**src/rtl/uart_tx_arb.sv**
```systemverilog
// Arbitrates the UART Tx FIFO write port between two byte-stream requesters.
// Packet-locked round-robin grants with a stall watchdog that revokes idle owners.
module uart_tx_arb #(
    parameter int TIMEOUT = 1023,
    parameter int TW      = 16
) (
    input  logic       CLK,
    input  logic       RST_N,
    input  logic       REQ0_VALID,
    input  logic [7:0] REQ0_DATA,
    input  logic       REQ0_LAST,
    output logic       REQ0_READY,
    input  logic       REQ1_VALID,
    input  logic [7:0] REQ1_DATA,
    input  logic       REQ1_LAST,
    output logic       REQ1_READY,
    output logic       FIFO_WRITE,
    output logic [7:0] FIFO_WDATA,
    input  logic       FIFO_FULL,
    input  logic       FIFO_AFULL,
    output logic [1:0] GRANT,
    output logic       TIMEOUT_ERR
);

    localparam logic [1:0] IDLE = 2'd0;
    localparam logic [1:0] OWN0 = 2'd1;
    localparam logic [1:0] OWN1 = 2'd2;

    localparam logic [TW-1:0] WD_LIMIT = TW'(TIMEOUT);

    logic [1:0]    state_q, state_d;
    logic          ptr_q, ptr_d;
    logic [TW-1:0] wd_q, wd_d;
    logic          wr_q, wr_d;
    logic [7:0]    wdata_q, wdata_d;
    logic          err_q, err_d;

    logic          own0, own1, stall, xfer, expire;
    logic          cur_valid, cur_last;
    logic [7:0]    cur_data;

    // AFULL gating leaves room for the one registered write still in flight.
    assign stall      = FIFO_AFULL | FIFO_FULL;
    assign own0       = (state_q == OWN0);
    assign own1       = (state_q == OWN1);
    assign REQ0_READY = own0 & ~stall;
    assign REQ1_READY = own1 & ~stall;

    assign cur_valid = own1 ? REQ1_VALID : REQ0_VALID;
    assign cur_last  = own1 ? REQ1_LAST  : REQ0_LAST;
    assign cur_data  = own1 ? REQ1_DATA  : REQ0_DATA;

    assign xfer   = (REQ0_VALID & REQ0_READY) | (REQ1_VALID & REQ1_READY);
    // A transfer in the expiry cycle takes precedence over the revoke.
    assign expire = (own0 | own1) & ~xfer & ~stall & (wd_q == WD_LIMIT);

    always_comb begin
        state_d = state_q;
        ptr_d   = ptr_q;
        wd_d    = wd_q;
        wr_d    = xfer;
        wdata_d = xfer ? cur_data : wdata_q;
        err_d   = 1'b0;
        case (state_q)
            IDLE: begin
                wd_d = '0;
                if (REQ0_VALID & REQ1_VALID) begin
                    state_d = ptr_q ? OWN1 : OWN0;
                end else if (REQ0_VALID) begin
                    state_d = OWN0;
                end else if (REQ1_VALID) begin
                    state_d = OWN1;
                end
            end
            OWN0, OWN1: begin
                if (xfer) begin
                    wd_d = '0;
                    if (cur_last) begin
                        state_d = IDLE;
                        ptr_d   = own0;
                    end
                end else if (expire) begin
                    state_d = IDLE;
                    ptr_d   = own0;
                    wd_d    = '0;
                    err_d   = 1'b1;
                end else if (!stall && !cur_valid) begin
                    wd_d = wd_q + TW'(1);
                end
            end
            default: state_d = IDLE;
        endcase
    end

    always_ff @(posedge CLK or negedge RST_N) begin
        if (!RST_N) begin
            state_q <= IDLE;
            ptr_q   <= 1'b0;
            wd_q    <= '0;
            wr_q    <= 1'b0;
            wdata_q <= 8'h00;
            err_q   <= 1'b0;
        end else begin
            state_q <= state_d;
            ptr_q   <= ptr_d;
            wd_q    <= wd_d;
            wr_q    <= wr_d;
            wdata_q <= wdata_d;
            err_q   <= err_d;
        end
    end

    assign GRANT       = {own1, own0};
    assign FIFO_WRITE  = wr_q;
    assign FIFO_WDATA  = wdata_q;
    assign TIMEOUT_ERR = err_q;

endmodule

```
**config.mk**
```make
export PLATFORM = sky130hd
export DESIGN_NAME = uart_tx_arb
export DESIGN_NICKNAME = d
export VERILOG_FILES = /design/src/rtl/uart_tx_arb.sv
export SDC_FILE = /design/constraint.sdc
export NUM_CORES = 1
export LEC_CHECK = 0
export ABC_AREA = 0
export BUFFER_PORTS_ARGS = -buffer_cell sky130_fd_sc_hd__clkbuf_2
export CELL_PAD_IN_SITES_DETAIL_PLACEMENT = 0
export CELL_PAD_IN_SITES_GLOBAL_PLACEMENT = 1
export CORE_ASPECT_RATIO = 1.25
export CORE_MARGIN = 1
export CORE_UTILIZATION = 36
export DETAILED_ROUTE_END_ITERATION = 10
export PLACE_DENSITY_LB_ADDON = 0.1
export SLEW_MARGIN = 25
export SYNTH_ARGS = -nofsm -noshare
export SYNTH_HDL_FRONTEND = slang
export SYNTH_SLANG_ARGS = --single-unit
```
**constraint.sdc**
```tcl
create_clock -name CLK -period 1.99 [get_ports CLK]
set_input_delay 0.0995 -clock CLK [delete_from_list [all_inputs] [get_ports CLK]]
set_output_delay 0.0995 -clock CLK [all_outputs]
set_load 0.01 [all_outputs]
```
[After elaboration in Yosys (flattened, before gate mapping)]
Cells that the tools add are included.
Cells by class
  bitwise logic cells: 13
  reduce and logical (&&, ||, !) cells: 10
  mux-type cells: 21
  add/sub/neg operators: 1
  equality and inequality tests: 8
Operator list (count)
  $mux 16: 3
  $pmux 16 s2: 1
  $add 16x1->16 const B: 1
  $eq 16x10->1 const B: 1
  $mux 2: 7
  $and 1x1->1: 8
  $mux 1: 8
  $mux 8: 1
  $ne 4x4->1 const B: 2
  $ne 3x3->1 const B: 2
  $reduce_and 3->1: 2
  $pmux 2 s2: 1
  $reduce_bool 2->1: 2
  $or 1x1->1: 3
  $eq 2x1->1 const B: 1
  $eq 2x2->1 const B: 1
  $logic_not 1->1: 2
  $logic_not 2->1: 1
  $ne 2x1->1 const B: 1
  $not 1->1: 2
  $reduce_and 2->1: 1
  $reduce_or 2->1: 1
  $logic_and 1x1->1: 1
Storage, ports and cells
  word-level logic and storage cells: 59
  input bits: 24
  output and inout bits: 14
  bits in registers: 29

[Longest topological paths before layout]
  depth after elaboration: 12
  gate-level depth with buffers: 8

[Least setup slack after synthesis]
No wires, ideal clock.
  path kind: register to register
  start point: reg state_q[0]
  end point: reg wd_q[15]
  setup slack: -143 ps
  buffers on the path: 0
  arrival: 2064 ps
  stages on the path, launching flop included: 8
  path through: dfrtp_1 inv_1 ha_1 mux2_2 nor3_1 nand3_1 or4_1 nand3_1
Between the ends
  cells in the longest elaborated chain, start to end: 11
  elaborated cells on any way between the ends: 23
RTL lines
  from (decl): RTL line 31  | logic [1:0] state_q, state_d;
  from (signal assigned): RTL line 104  | state_q <= state_d;
  $eq 2x2->1 *: RTL line 45  | assign own1 = (state_q == OWN1);
  named net own1: RTL line 38  | logic own0, own1, stall, xfer, expire;
  $and 1x1->1: RTL line 47  | assign REQ1_READY = own1 & ~stall;
  $and 1x1->1: RTL line 53  | assign xfer = (REQ0_VALID & REQ0_READY) | (REQ1_VALID & REQ1_READY);
  $or 1x1->1: RTL line 53
  $not 1->1: RTL line 55  | assign expire = (own0 | own1) & ~xfer & ~stall & (wd_q == WD_LIMIT);
  $and 1x1->1 (3 in series): RTL line 55
  $mux 16: RTL line 82  | end else if (expire) begin
  $mux 16: RTL line 76  | if (xfer) begin
  $pmux 16 s2: RTL line 64  | case (state_q)
  to (signal assigned): RTL line 106  | wd_q <= wd_d;
  to (decl): RTL line 33  | logic [TW-1:0] wd_q, wd_d;
The timed path passes the listed nets; every way through them passes the cells marked *.
A chain may end at the register's enable or synchronous reset.

[Worst setup path after layout]
  start point: reg wd_q[0]
  end point: reg ptr_q
Between the ends
  cells in the longest elaborated chain, start to end: 4
RTL lines
  $eq 16x10->1: RTL line 55
  $and 1x1->1: RTL line 55
  $reduce_bool 2->1 (no source line)
  $reduce_and 3->1 (no source line)
  to (signal assigned): RTL line 105  | ptr_q <= ptr_d;
  to (decl): RTL line 32  | logic ptr_q, ptr_d;
Every way passes these cells.

==> summary.txt <==
Final layout
  – NumNets Final: 284
  – Fillers: 406
  – Share of cells above drive strength 1: 41.4%
  – Post-route cell area: 2420 um^2
  – ANT cells: 0
  – Cell Count, Final, Fillers Out: 314
  – Area growth syn-to-layout: 46.6%

Yosys
  – Post-synth ARST share: 100%
  – Main synth FF type: dfrtp_1
  – Post-synth EDFFs: 0
  – Synthesized area: 1650 um^2
  – Syn Area/Cell: 9.07 um^2
  – Post-synthesis cell type count: 36
  – Post-synthesis sequential area ratio: 43.9%
  – Synth warn: 0
  – Synth Net Count: 211
  – Flops & latches, synth: 29
  – Post-Synthesis Cells: 182

Placement
  – Gp weighted congestion: 0.828
  – Input/output buffers: 37
  – Post-placement cell count: 296
  – Placed Area: 2090 um^2
  – Final HPWL DP: 3.02 mm

Timing
  – Setup skew after layout: 0.00741 ns
  – Final clock period utilization by the worst path: 103%
  – Setup-failing EPs final: 3
  – Rel. slew slack: 49.5%
  – Fin crit period: 2.05 ns
  – Fin. Hold Viols: 0
  – Worst-Margin Slew: 0.757 ns
  – Fmax: 488 MHz
  – Final setup margin: -0.0573 ns
  – Final slew viol count: 0
  – RSZ-0062 raised after global routing: yes

Setup path
  – Worst Setup End Kind: register
  – CP startpoint kind: register
  – Type of the worst setup path: register to register
  – R2R setup slack: -0.06 ns
  – Maximum fanout along the worst path: 4
  – Worst path arrival time: 2.22 ns
  – CP Data Required Time: 2.16 ns

Routing
  – DRC: 0
  – Via count: 1627
  – Drt wl/cell: 14.4 um
  – Initial DRC count: 77
  – Via density: 5.18
  – DRT Wirelength: 4.51 mm
  – Drt first pass iters: 4
  – Detail Route Antenna Nets: 0

Run status
  – Failing checks: negative setup slack
  – Status: finished with violations

Clocking
  – CTS tree: done
  – Num CTS Buffers: 5
  – Worst-path clk slew: 0.07 ns
  – H-tree Lvls: 2
  – CTS Sinks: 29
  – Worst-Skew Late Latency: 0.28 ns
  – Root Driver: clkbuf_8
  – Longest Clk Path Bufs: 2

Power and ir drop
  – Worst VDD drop: 0.673 mV
  – Pwr/cell area: 1180 nW/um^2
  – P_leak: 1.10 nW

Floorplanning
  – IO Pins: 38
  – Die Y: 77.7 um
  – Die X: 62.6 um
  – Die ar.: 4860 um^2
  – Num rows: 27
  – Initial core utilization: 37.6%
  – Core area: 4390 um^2

Worst hold path
  – HP Class: input port to register

Flow run
  – Max-cap violation count: 0

Global route
  – GR Overflow Total: 0
  – Total track usage: 21.0%
  – First-pass GRT wire length: 7.91 mm
  – Largest net degree at the start of global routing: 30
  – Initial antenna violation count: 0
  – Number of global-route vias before repair: 1681
==> repair_timing <==
item                                    in CTS  in global routing
endpoints found under the setup margin      16                 16
hold buffers                                 1                  0
resized for setup                           19                 15
buffers inserted                             5                  3
gates cloned                                 1                  0
endpoints found under the hold margin       29                  0
pin swaps                                    6                  6
==> where the power goes <==
group / leakage (nW) / switching, W / internal [W]
clock network: 0.0585 / 0.000233 / 0.000408
logic: 0.665 / 0.000723 / 0.000713
registers: 0.380 / 0.0000670 / 0.000703
total: 1.10 / 0.00102 / 0.00182
==> metal layers <==
| layer | track usage [%] | up-vias | share of wire [%] |
|---|---|---|---|
| li1 | - | 806 | - |
| met1 | 25.3 | 775 | 42 |
| met2 | 36.2 | 37 | 51 |
| met3 | 4.56 | 9 | 4.2 |
| met4 | 7.67 | 0 | 1.9 |
| met5 | 0 | - | 0 |
==> worst max-delay path: stages, from the launching register on <==
cell      delay (ns)
dfrtp_1         0.36
ha_2            0.17
or3b_4          0.37
and4b_4         0.38
a21oi_2         0.07
a211oi_2        0.25
mux2_4          0.33
==> cells in the final DEF (no fill, tap or decap), types with 3 or more instances in the layout <==
cell,instances
nand3_2,3
nor2_1,13
dfrtp_1,29
a21oi_1,13
nand4_1,7
or4_1,3
nand3_1,10
clkbuf_2,37
inv_1,12
o211ai_1,3
o21ai_1,5
buf_4,32
nand2_1,14
buf_6,4
or3_1,6
mux2i_1,12
and2_1,4
clkbuf_8,6
a21oi_2,4
==> metrics by stage <==
stage | power [W] | util [%] | hold slack [ns] | worst slack (ns) | setup TNS [ns]
3_5_place_dp | 0.00190 | 47.7 | 0.202 | -0.185 | -1.28
3_3_place_gp | 0.00187 | 47.7 | 0.195 | -0.150 | -0.716
6_report | 0.00285 | 55.1 | 0.110 | -0.0573 | -0.0892
2_1_floorplan | 0.00145 | - | -0.196 | -0.0249 | -0.0249
4_1_cts | 0.00277 | 53.6 | 0.106 | -0.0238 | -0.0238
5_1_grt | 0.00304 | 55.1 | 0.118 | -0.123 | -0.560
==> cell usage after synthesis, drive strengths merged, types with 4 or more instances <==
| master | instances | area, um^2 |
|---|---|---|
| dfrtp | 29 | 726 |
| a21oi | 17 | 88.8 |
| nand2 | 14 | 52.6 |
| nor2 | 14 | 52.6 |
| inv | 13 | 48.8 |
| nand3 | 13 | 65.1 |
| mux2i | 12 | 120 |
| nand4 | 7 | 43.8 |
| o21ai | 6 | 30.0 |
| or3 | 6 | 37.5 |
| clkbuf | 5 | 18.8 |
| ha | 5 | 62.6 |
| and2 | 4 | 25.0 |
| buf | 4 | 23.8 |
| nor3 | 4 | 20.0 |
==> cells by family (layout without fill, tap and decap cells) <==
group	count (synthesis)	in the layout	synth area share (%)
AOI/OAI and AO/OA	40	41	15.3
adders and majority gates	5	5	3.79
buffers and inverters	22	95	5.53
muxes	14	14	8.64
DFF	29	29	43.9
and+or+nand+nor	72	72	22.8
==> cell type report <==
| cell class | count | area [um^2] | area share [%] |
|---|---|---|---|
| inverter | 13 | 48.8 | 2.02 |
| timing repair buffer | 74 | 480 | 19.8 |
| clock inverter | 1 | 30.0 | 1.24 |
| clock buffer | 7 | 86.3 | 3.57 |
| tap | 58 | 72.6 | 3.00 |
| multi-input combinational | 132 | 977 | 40.4 |
| sequential | 29 | 726 | 30.0 |
==> flip-flops by register name (all words and copies together), names as in the netlist <==
signal,cells
FIFO_WDATA,8
TIMEOUT_ERR,1
state_q,2
FIFO_WRITE,1
wd_q,16
ptr_q,1
==> worst paths after layout <==
| kind | to | cells after the start | start |
|---|---|---|---|
| setup / recovery | ptr_q | 6 | wd_q[0] |
| hold / removal | FIFO_WDATA[5] | 3 | REQ0_DATA[5] |
| setup reg to reg | ptr_q | 6 | wd_q[0] |
| hold reg to reg | ptr_q | 1 | ptr_q |
| max in group asynchronous | wd_q[1] | 2 | RST_N |
| min in group asynchronous | wd_q[5] | 2 | RST_N |
Note: power is estimated with default switching activity, not from simulation.
